==> config.mk <==
export PLATFORM = sky130hd
export DESIGN_NAME = mbist_controller_flat
export DESIGN_NICKNAME = d
export VERILOG_FILES = /design/src/rtl/mbist_pkg.sv /design/src/rtl/mbist_controller_if.sv /design/src/rtl/mbist_controller_addr_gen.sv /design/src/rtl/mbist_controller.sv /design/src/flat_wrapper.sv
export SDC_FILE = /design/constraint.sdc
export NUM_CORES = 1
export LEC_CHECK = 0
export ABC_CLOCK_PERIOD_IN_PS = 4570
export CAP_MARGIN = 40
export CORE_ASPECT_RATIO = 0.7
export CORE_MARGIN = 4
export CORE_UTILIZATION = 35
export CTS_CLUSTER_DIAMETER = 100
export DETAILED_ROUTE_END_ITERATION = 6
export DONT_BUFFER_PORTS = 1
export MAX_ROUTING_LAYER = met4
export PLACE_DENSITY = 0.58
export SYNTH_ARGS = -nofsm -noshare
export SYNTH_HDL_FRONTEND = slang
export SYNTH_HIERARCHICAL = 1
export SYNTH_SLANG_ARGS = --single-unit
==> constraint.sdc <==
create_clock -name clk -period 4.57 [get_ports clk]
set_input_delay 0.914 -clock clk [delete_from_list [all_inputs] [get_ports clk]]
set_output_delay 0.914 -clock clk [all_outputs]
set_load 0.01 [all_outputs]
==> src/rtl/mbist_pkg.sv <==
// March C- sequencer definitions: FSM states, march operations and the
// per-element direction and operation tables.
package mbist_pkg;

  typedef enum logic [1:0] {IDLE, RUN, FLUSH, DONE} state_t;
  typedef enum logic [1:0] {W0, W1, R0, R1} march_op_t;

  localparam int unsigned NUM_ELEM = 6;
  localparam int unsigned ELEM_IW  = 3;
  typedef logic [ELEM_IW-1:0] elem_idx_t;

  // Bit e set: element e walks addresses downward (M3..M5).
  localparam logic [NUM_ELEM-1:0] ELEM_DOWN    = 6'b111000;
  // Bit e set: element e has two operations per address (M1..M4).
  localparam logic [NUM_ELEM-1:0] ELEM_TWO_OPS = 6'b011110;
  // First and second operation of each element (second unused for 1-op elements).
  localparam march_op_t ELEM_OP0 [NUM_ELEM] = '{W0, R0, R1, R0, R1, R0};
  localparam march_op_t ELEM_OP1 [NUM_ELEM] = '{W0, W1, W0, W1, W0, W0};

  function automatic logic elem_down(input elem_idx_t e);
    logic r;
    r = 1'b0;
    for (int i = 0; i < NUM_ELEM; i++)
      if (e == ELEM_IW'(i)) r = ELEM_DOWN[i];
    return r;
  endfunction

  function automatic logic elem_two_ops(input elem_idx_t e);
    logic r;
    r = 1'b0;
    for (int i = 0; i < NUM_ELEM; i++)
      if (e == ELEM_IW'(i)) r = ELEM_TWO_OPS[i];
    return r;
  endfunction

  function automatic march_op_t elem_op(input elem_idx_t e, input logic idx);
    march_op_t r;
    r = R0;
    for (int i = 0; i < NUM_ELEM; i++)
      if (e == ELEM_IW'(i)) r = idx ? ELEM_OP1[i] : ELEM_OP0[i];
    return r;
  endfunction

endpackage

==> src/rtl/mbist_controller_if.sv <==
// BIST-side memory port bundle.
// master: the controller (drives strobes, address, data, results).
// slave : the requester/memory side (drives start and read data).
interface mbist_controller_if #(
  parameter int unsigned ADDR_WIDTH = 6,
  parameter int unsigned DATA_WIDTH = 8
);
  logic                  start;
  logic                  NbarT;
  logic [ADDR_WIDTH-1:0] bist_addr;
  logic [DATA_WIDTH-1:0] bist_wdata;
  logic                  bist_we;
  logic                  bist_re;
  logic [DATA_WIDTH-1:0] mem_rdata;
  logic                  done;
  logic                  fail;
  logic [ADDR_WIDTH-1:0] fail_addr;

  modport master (
    input  start, mem_rdata,
    output NbarT, bist_addr, bist_wdata, bist_we, bist_re, done, fail, fail_addr
  );

  modport slave (
    output start, mem_rdata,
    input  NbarT, bist_addr, bist_wdata, bist_we, bist_re, done, fail, fail_addr
  );
endinterface

==> src/rtl/mbist_controller_addr_gen.sv <==
// Up/down address counter with load and a last-address flag.
// i_load/i_load_val : load a start address (wins over i_step)
// i_step/i_down     : advance one address in the given direction
// o_addr            : registered address
// o_last_c          : address is the final one for the current direction
module addr_gen #(
  parameter int unsigned ADDR_WIDTH = 6
) (
  input  logic                  clk,
  input  logic                  rst_n,
  input  logic                  i_load,
  input  logic [ADDR_WIDTH-1:0] i_load_val,
  input  logic                  i_step,
  input  logic                  i_down,
  output logic [ADDR_WIDTH-1:0] o_addr,
  output logic                  o_last_c
);
  logic [ADDR_WIDTH-1:0] r_addr;

  // Address register.
  always_ff @(posedge clk or negedge rst_n) begin
    if (!rst_n)      r_addr <= '0;
    else if (i_load) r_addr <= i_load_val;
    else if (i_step) r_addr <= i_down ? r_addr - ADDR_WIDTH'(1) : r_addr + ADDR_WIDTH'(1);
  end

  assign o_addr   = r_addr;
  assign o_last_c = i_down ? (r_addr == '0) : (r_addr == '1);
endmodule

==> src/rtl/mbist_controller.sv <==
// March C- BIST controller: owns the memory port while testing, runs the
// six march elements, compares reads one cycle later and reports results.
// clk, rst_n : clock, async active-low reset
// bus        : start/mem_rdata in; NbarT, bist_*, done, fail, fail_addr out
module mbist_controller
  import mbist_pkg::*;
#(
  parameter int unsigned ADDR_WIDTH = 6,
  parameter int unsigned DATA_WIDTH = 8
) (
  input  logic                clk,
  input  logic                rst_n,
  mbist_controller_if.master  bus
);
  state_t                r_state, w_state_nxt;
  elem_idx_t             r_elem, w_elem_nxt;
  logic                  r_op, w_op_nxt;
  logic                  w_load, w_step, w_last;
  logic [ADDR_WIDTH-1:0] w_load_val, w_addr;

  march_op_t             w_op;
  logic                  w_nbart_nxt, w_we_nxt, w_re_nxt, w_done_nxt;
  logic [DATA_WIDTH-1:0] w_wdata_nxt;

  logic                  r_nbart, r_we, r_re, r_done, r_fail;
  logic [DATA_WIDTH-1:0] r_wdata, r_cmp_exp;
  logic [ADDR_WIDTH-1:0] r_fail_addr, r_cmp_addr;
  logic                  r_cmp_vld;

  addr_gen #(.ADDR_WIDTH(ADDR_WIDTH)) u_addr_gen (
    .clk        (clk),
    .rst_n      (rst_n),
    .i_load     (w_load),
    .i_load_val (w_load_val),
    .i_step     (w_step),
    .i_down     (elem_down(r_elem)),
    .o_addr     (w_addr),
    .o_last_c   (w_last)
  );

  // State, element and op-index registers.
  always_ff @(posedge clk or negedge rst_n) begin
    if (!rst_n) begin
      r_state <= IDLE;
      r_elem  <= '0;
      r_op    <= 1'b0;
    end else begin
      r_state <= w_state_nxt;
      r_elem  <= w_elem_nxt;
      r_op    <= w_op_nxt;
    end
  end

  // Sequencing: op within address, then address, then element.
  always_comb begin
    w_state_nxt = r_state;
    w_elem_nxt  = r_elem;
    w_op_nxt    = r_op;
    w_load      = 1'b0;
    w_load_val  = '0;
    w_step      = 1'b0;
    unique case (r_state)
      IDLE, DONE: begin
        if (bus.start) begin
          w_state_nxt = RUN;
          w_elem_nxt  = '0;
          w_op_nxt    = 1'b0;
          w_load      = 1'b1;
        end
      end
      RUN: begin
        if (!r_op && elem_two_ops(r_elem)) begin
          w_op_nxt = 1'b1;
        end else begin
          w_op_nxt = 1'b0;
          if (!w_last) begin
            w_step = 1'b1;
          end else if (r_elem == ELEM_IW'(NUM_ELEM - 1)) begin
            w_state_nxt = FLUSH;
          end else begin
            // Wrap straight to the next element's start address.
            w_elem_nxt = r_elem + ELEM_IW'(1);
            w_load     = 1'b1;
            w_load_val = elem_down(w_elem_nxt) ? '1 : '0;
          end
        end
      end
      FLUSH:   w_state_nxt = DONE;
      default: w_state_nxt = IDLE;
    endcase
  end

  // Next-cycle output values, decoded from the upcoming op.
  always_comb begin
    w_op        = elem_op(w_elem_nxt, w_op_nxt);
    w_nbart_nxt = (w_state_nxt == RUN) || (w_state_nxt == FLUSH);
    w_we_nxt    = (w_state_nxt == RUN) && ((w_op == W0) || (w_op == W1));
    w_re_nxt    = (w_state_nxt == RUN) && ((w_op == R0) || (w_op == R1));
    w_wdata_nxt = ((w_state_nxt == RUN) && ((w_op == W1) || (w_op == R1))) ? '1 : '0;
    w_done_nxt  = (w_state_nxt == DONE);
  end

  // Output registers, compare pipeline and sticky results.
  always_ff @(posedge clk or negedge rst_n) begin
    if (!rst_n) begin
      r_nbart     <= 1'b0;
      r_we        <= 1'b0;
      r_re        <= 1'b0;
      r_wdata     <= '0;
      r_done      <= 1'b0;
      r_fail      <= 1'b0;
      r_fail_addr <= '0;
      r_cmp_vld   <= 1'b0;
      r_cmp_exp   <= '0;
      r_cmp_addr  <= '0;
    end else begin
      r_nbart    <= w_nbart_nxt;
      r_we       <= w_we_nxt;
      r_re       <= w_re_nxt;
      r_wdata    <= w_wdata_nxt;
      r_done     <= w_done_nxt;
      // During reads the write-data bus carries the expected background.
      r_cmp_vld  <= r_re;
      r_cmp_exp  <= r_wdata;
      r_cmp_addr <= w_addr;
      if ((w_state_nxt == RUN) && (r_state != RUN)) begin
        r_fail      <= 1'b0;
        r_fail_addr <= '0;
      end else if (r_cmp_vld && (bus.mem_rdata != r_cmp_exp)) begin
        r_fail <= 1'b1;
        if (!r_fail) r_fail_addr <= r_cmp_addr;
      end
    end
  end

  assign bus.NbarT      = r_nbart;
  assign bus.bist_addr  = w_addr;
  assign bus.bist_wdata = r_wdata;
  assign bus.bist_we    = r_we;
  assign bus.bist_re    = r_re;
  assign bus.done       = r_done;
  assign bus.fail       = r_fail;
  assign bus.fail_addr  = r_fail_addr;
endmodule

==> src/flat_wrapper.sv <==
// flat-port wrapper written by rule: the top's interface ports become plain ports
module mbist_controller_flat import mbist_pkg::*;
#(
  parameter int unsigned ADDR_WIDTH = 6,
  parameter int unsigned DATA_WIDTH = 8
)
  (clk, rst_n, bus_start, bus_mem_rdata, bus_NbarT, bus_bist_addr, bus_bist_wdata, bus_bist_we, bus_bist_re, bus_done, bus_fail, bus_fail_addr);
  mbist_controller_if #(.ADDR_WIDTH(ADDR_WIDTH), .DATA_WIDTH(DATA_WIDTH)) bus_i ();
  input  logic clk;
  input  logic rst_n;
  input wire logic [$bits(bus_i.start)-1:0] bus_start;
  input wire logic [$bits(bus_i.mem_rdata)-1:0] bus_mem_rdata;
  output wire logic [$bits(bus_i.NbarT)-1:0] bus_NbarT;
  output wire logic [$bits(bus_i.bist_addr)-1:0] bus_bist_addr;
  output wire logic [$bits(bus_i.bist_wdata)-1:0] bus_bist_wdata;
  output wire logic [$bits(bus_i.bist_we)-1:0] bus_bist_we;
  output wire logic [$bits(bus_i.bist_re)-1:0] bus_bist_re;
  output wire logic [$bits(bus_i.done)-1:0] bus_done;
  output wire logic [$bits(bus_i.fail)-1:0] bus_fail;
  output wire logic [$bits(bus_i.fail_addr)-1:0] bus_fail_addr;
  assign bus_i.start = bus_start;
  assign bus_i.mem_rdata = bus_mem_rdata;
  assign bus_NbarT = bus_i.NbarT;
  assign bus_bist_addr = bus_i.bist_addr;
  assign bus_bist_wdata = bus_i.bist_wdata;
  assign bus_bist_we = bus_i.bist_we;
  assign bus_bist_re = bus_i.bist_re;
  assign bus_done = bus_i.done;
  assign bus_fail = bus_i.fail;
  assign bus_fail_addr = bus_i.fail_addr;
  mbist_controller #(.ADDR_WIDTH(ADDR_WIDTH), .DATA_WIDTH(DATA_WIDTH)) u_core (.clk(clk), .rst_n(rst_n), .bus(bus_i));
endmodule
==> PnR_summary.wiki <==
{| class="wikitable"
! Metric !! Value
|-
| Min Hold Slack || about 0.32 ns
|-
| PortBufs || 0
|-
| Most common cell in the netlist || sky130_fd_sc_hd__dfrtp_1
|-
| Per-cell routed wire length || 14.5 µm
|-
| Final core utilization || 40.1%
|-
| Number of register bits inferred by synthesis || 32
|-
| Share of synthesized cell area in full adder, half adder and majority cells || ~11%
|-
| Worst-path maximum fanout || 13
|-
| Endpoints failing setup || 0
|-
| Timing-limited maximum frequency || 0.293 GHz
|-
| Async set-reset flop share out of synthesis || 100%
|-
| Count of warnings emitted by yosys || 6
|-
| Share of Yosys cell area claimed by the top area cell type || 43.2%
|-
| Min Clock Period, post-route || 3.41 ns
|-
| Number of nets with antenna violations after detailed routing || 0
|-
| Startpoint of the lowest-slack register-to-register path || u_core/r_elem[1]
|-
| Number of primary I/O pins || 36
|-
| First drt pass iteration count || 4
|-
| Number of max-cap violations || 0
|-
| Class of the most critical hold timing path || primary input to asynchronous set/reset pin
|-
| Net count after synthesis || about 210
|-
| Relative slew slack || 46.2%
|-
| Drt first-iter violations || 63
|-
| Clock slew seen by the registers of the worst setup and hold paths || 0.07 ns
|-
| Die Span X || between 90 and 100 µm
|-
| Via count || 1261
|-
| Initial antenna violation count || 0
|-
| Maximum number of pins on one net before global-route repair || 33
|-
| Final HPWL DP || between 2000 and 3000 µm
|-
| TritonCTS clock tree || done
|-
| Netlist area before placement || 1860 µm²
|-
| Status || finished, final reports clean
|-
| Largest cells by area after synthesis || sky130_fd_sc_hd__dfrtp_1, sky130_fd_sc_hd__ha_1, sky130_fd_sc_hd__mux2i_1
|-
| Number of buffers added for setup after CTS || 0
|-
| Worst Reg-to-Reg Cells || 12
|-
| TNS Setup || 0 ns
|-
| Synth Instances || 184
|-
| Worst setup path category || register to register
|-
| Nets || about 210
|-
| Number of CTS-inserted buffers || 5
|-
| Last weighted congestion value of the routability-driven placer || 0.910
|-
| Synthesized-area fraction occupied by xor and xnor cells || 2.83%
|-
| Cell type with the largest total area after synthesis || sky130_fd_sc_hd__dfrtp_1
|-
| Vias in the first global route || 1272
|-
| R2R Setup Slk || 1.16 ns
|-
| Fraction of the mapped netlist area in simple logic gates || around 17%
|-
| Share of layout cells above drive strength 1 || 9.84%
|-
| Max rail drop VDD || 0.114 mV
|-
| Sequential cell area fraction in the yosys report || a little over two fifths
|-
| Total power density per cell area || between 200 and 300 nW/µm²
|-
| Worst setup EP type || register
|-
| Post-cts repair resize count || 0
|-
| Global-route wire length before repair || 6130 µm
|-
| Number of distinct library cells after synthesis || 40
|-
| Clock tree root buffer cell || sky130_fd_sc_hd__clkbuf_8
|-
| Proportion of synthesized area in mux cells || 5.60%
|-
| Critical path data required time || 4.73 ns
|-
| Pins Over Slew Limit || 0
|-
| Post-route fraction of the period consumed by the critical path || 74.7%
|-
| Combinational family with the most area after synthesis || simple AND/OR/NAND/NOR gates
|-
| Total routing usage reported by global routing || 12.9%
|-
| Final hold violation count || 0
|-
| Bufs on Longest Clock Path || 2
|-
| Predominant post-synthesis flop cell || sky130_fd_sc_hd__dfrtp_1
|-
| RSZ-0062 raised after global routing || no
|-
| Total number of H-tree levels || 2
|-
| Post-layout instance count excluding filler cells || 252
|-
| Skew final || 0.00657 ns
|-
| Post-route total power || 0.000552 W
|-
| # hold bufs at CTS || 0
|-
| Die H || 68.9 µm
|-
| Worst reg2reg endpoint || u_core/u_addr_gen/o_addr[4]
|-
| Commonest cells in the netlist || sky130_fd_sc_hd__dfrtp_1, sky130_fd_sc_hd__inv_1, sky130_fd_sc_hd__ha_1, sky130_fd_sc_hd__nor2_1, sky130_fd_sc_hd__o21ai_0
|-
| Average vias per placed instance || 5.00
|-
| Sinks on the clock net || 32
|-
| Area Growth Syn to Fin || 6.81%
|-
| Core Footprint || 4940 µm²
|-
| Complex-gate fraction of the synthesized area || 12.7%
|-
| Placed cells || about 240
|-
| Transition time at the pin with the least slew margin || 0.807 ns
|-
| EDFF count, synth || 0
|-
| Die Outline Area || between 6000 and 7000 µm²
|-
| FP Rows || 21
|-
| Kind of launch point of the worst setup path || register
|-
| GR Overflow Total || 0
|-
| Overall routed net length || roughly 3700 µm
|-
| Starting density of the core || 37.6%
|-
| Arrival time at the worst endpoint || around 3.6 ns
|-
| Worst-Skew Late Latency || 0.28 ns
|-
| Avg Inst Size Synth || 10.1 µm²
|-
| Inserted Diodes || 0
|-
| DRC viols || 0
|-
| Static Leak || between 0.9 and 1 nW
|}
[worst max-delay path, cell delays in order, from the launching register on]
cell                       delay, ns
sky130_fd_sc_hd__dfrtp_1        0.43
sky130_fd_sc_hd__inv_1          0.11
sky130_fd_sc_hd__ha_1           0.28
sky130_fd_sc_hd__o21ai_0        0.18
sky130_fd_sc_hd__nand2b_1       0.22
sky130_fd_sc_hd__o41ai_1        0.37
sky130_fd_sc_hd__buf_4          0.20
sky130_fd_sc_hd__nand2_1        0.08
sky130_fd_sc_hd__or3_1          0.34
sky130_fd_sc_hd__a21oi_1        0.64
sky130_fd_sc_hd__nor2_1         0.14
sky130_fd_sc_hd__a22oi_1        0.19
sky130_fd_sc_hd__nand3b_1       0.10
[layout by cell type, fill, tap and decap left out, drive strengths merged, types with 2 or more instances in the layout]
master	count
o22ai	2
a21oi	8
nand4b	2
a22oi	2
xnor2	4
o21bai	3
nor3	3
nand2	9
dfrtp	32
inv	17
nor2	15
xor2	2
nor4	4
mux2i	7
a31oi	3
ha	15
o21ai	11
nor4b	2
buf	2
clkbuf	6
nand2b	4
nand4	4
mux2	3
or3	2
nor2b	2
nand3	8
[layer usage]
layer  track usage, %  vias to the layer above  routed length [µm]
li1                 -                      637                   -
met1             17.8                      587                1970
met2             17.3                       33                1390
met3             4.56                        4                 265
met4             4.32                        0                  34
met5                -                        -                   0
[worst max path at each step]
stage / start / end / slack [ns] / depth (start not counted)
5_1_grt: u_core/r_elem[1] / u_core/u_addr_gen/o_addr[5] / 0.69 / 12
3_5_place_dp: u_core/r_elem[1] / u_core/u_addr_gen/o_addr[4] / 1.21 / 12
2_1_floorplan: u_core/r_elem[0] / u_core/u_addr_gen/o_addr[3] / 1.28 / 9
4_1_cts: u_core/r_elem[1] / u_core/u_addr_gen/o_addr[4] / 1.14 / 12
6_report: u_core/r_elem[1] / u_core/u_addr_gen/o_addr[4] / 1.16 / 12
3_3_place_gp: u_core/r_elem[0] / u_core/u_addr_gen/o_addr[4] / 1.31 / 11
[kinds of logic (layout without fill, tap and decap cells)]
family	after synthesis	in the layout
AOI/OAI and AO/OA	35	35
adders and majority gates	16	16
xor gates and xnor gates	6	6
buffers and inverters	28	27
DFF	32	32
muxes	10	10
and+or+nand+nor	57	57
[sequential cells by signal, indices dropped and copies added (netlist names)]
signal                    flops
u_core/bus.fail_addr          6
u_core/bus.fail               1
u_core/bus.bist_we            1
u_core/r_cmp_vld              1
u_core/r_state                2
u_core/r_elem                 3
u_core/bus.NbarT              1
u_core/r_cmp_exp              1
u_core/r_cmp_addr             6
u_core/bus.bist_wdata         1
u_core/u_addr_gen/o_addr      6
u_core/bus.done               1
u_core/r_op                   1
u_core/bus.bist_re            1
[final cells by class]
cell class              instances  area, µm²
clock buffers                   6       72.6
clock inverters                 2       35.0
fillers                       499       2960
inverters                      17       63.8
multi-input cells             124        908
flip-flops and latches         32        801
well taps                      69       86.3
repair buffers                  2       15.0
[report_power, final]
group | internal (W) | total (W) | switching, W
combinational | 0.000000629 | 0.00000105 | 0.000000423
sequential | 0.000283 | 0.000283 | 0
clock | 0.000162 | 0.000267 | 0.000106
total | 0.000446 | 0.000552 | 0.000106
[per-stage QoR]
step           cell area, µm²  worst slack [ns]
3_5_place_dp             1870              1.21
6_report                 1980              1.16
2_1_floorplan            1860              1.28
5_1_grt                  1980             0.686
3_3_place_gp             1870              1.31
4_1_cts                  1980              1.14
(Power assumes the default switching activity.)
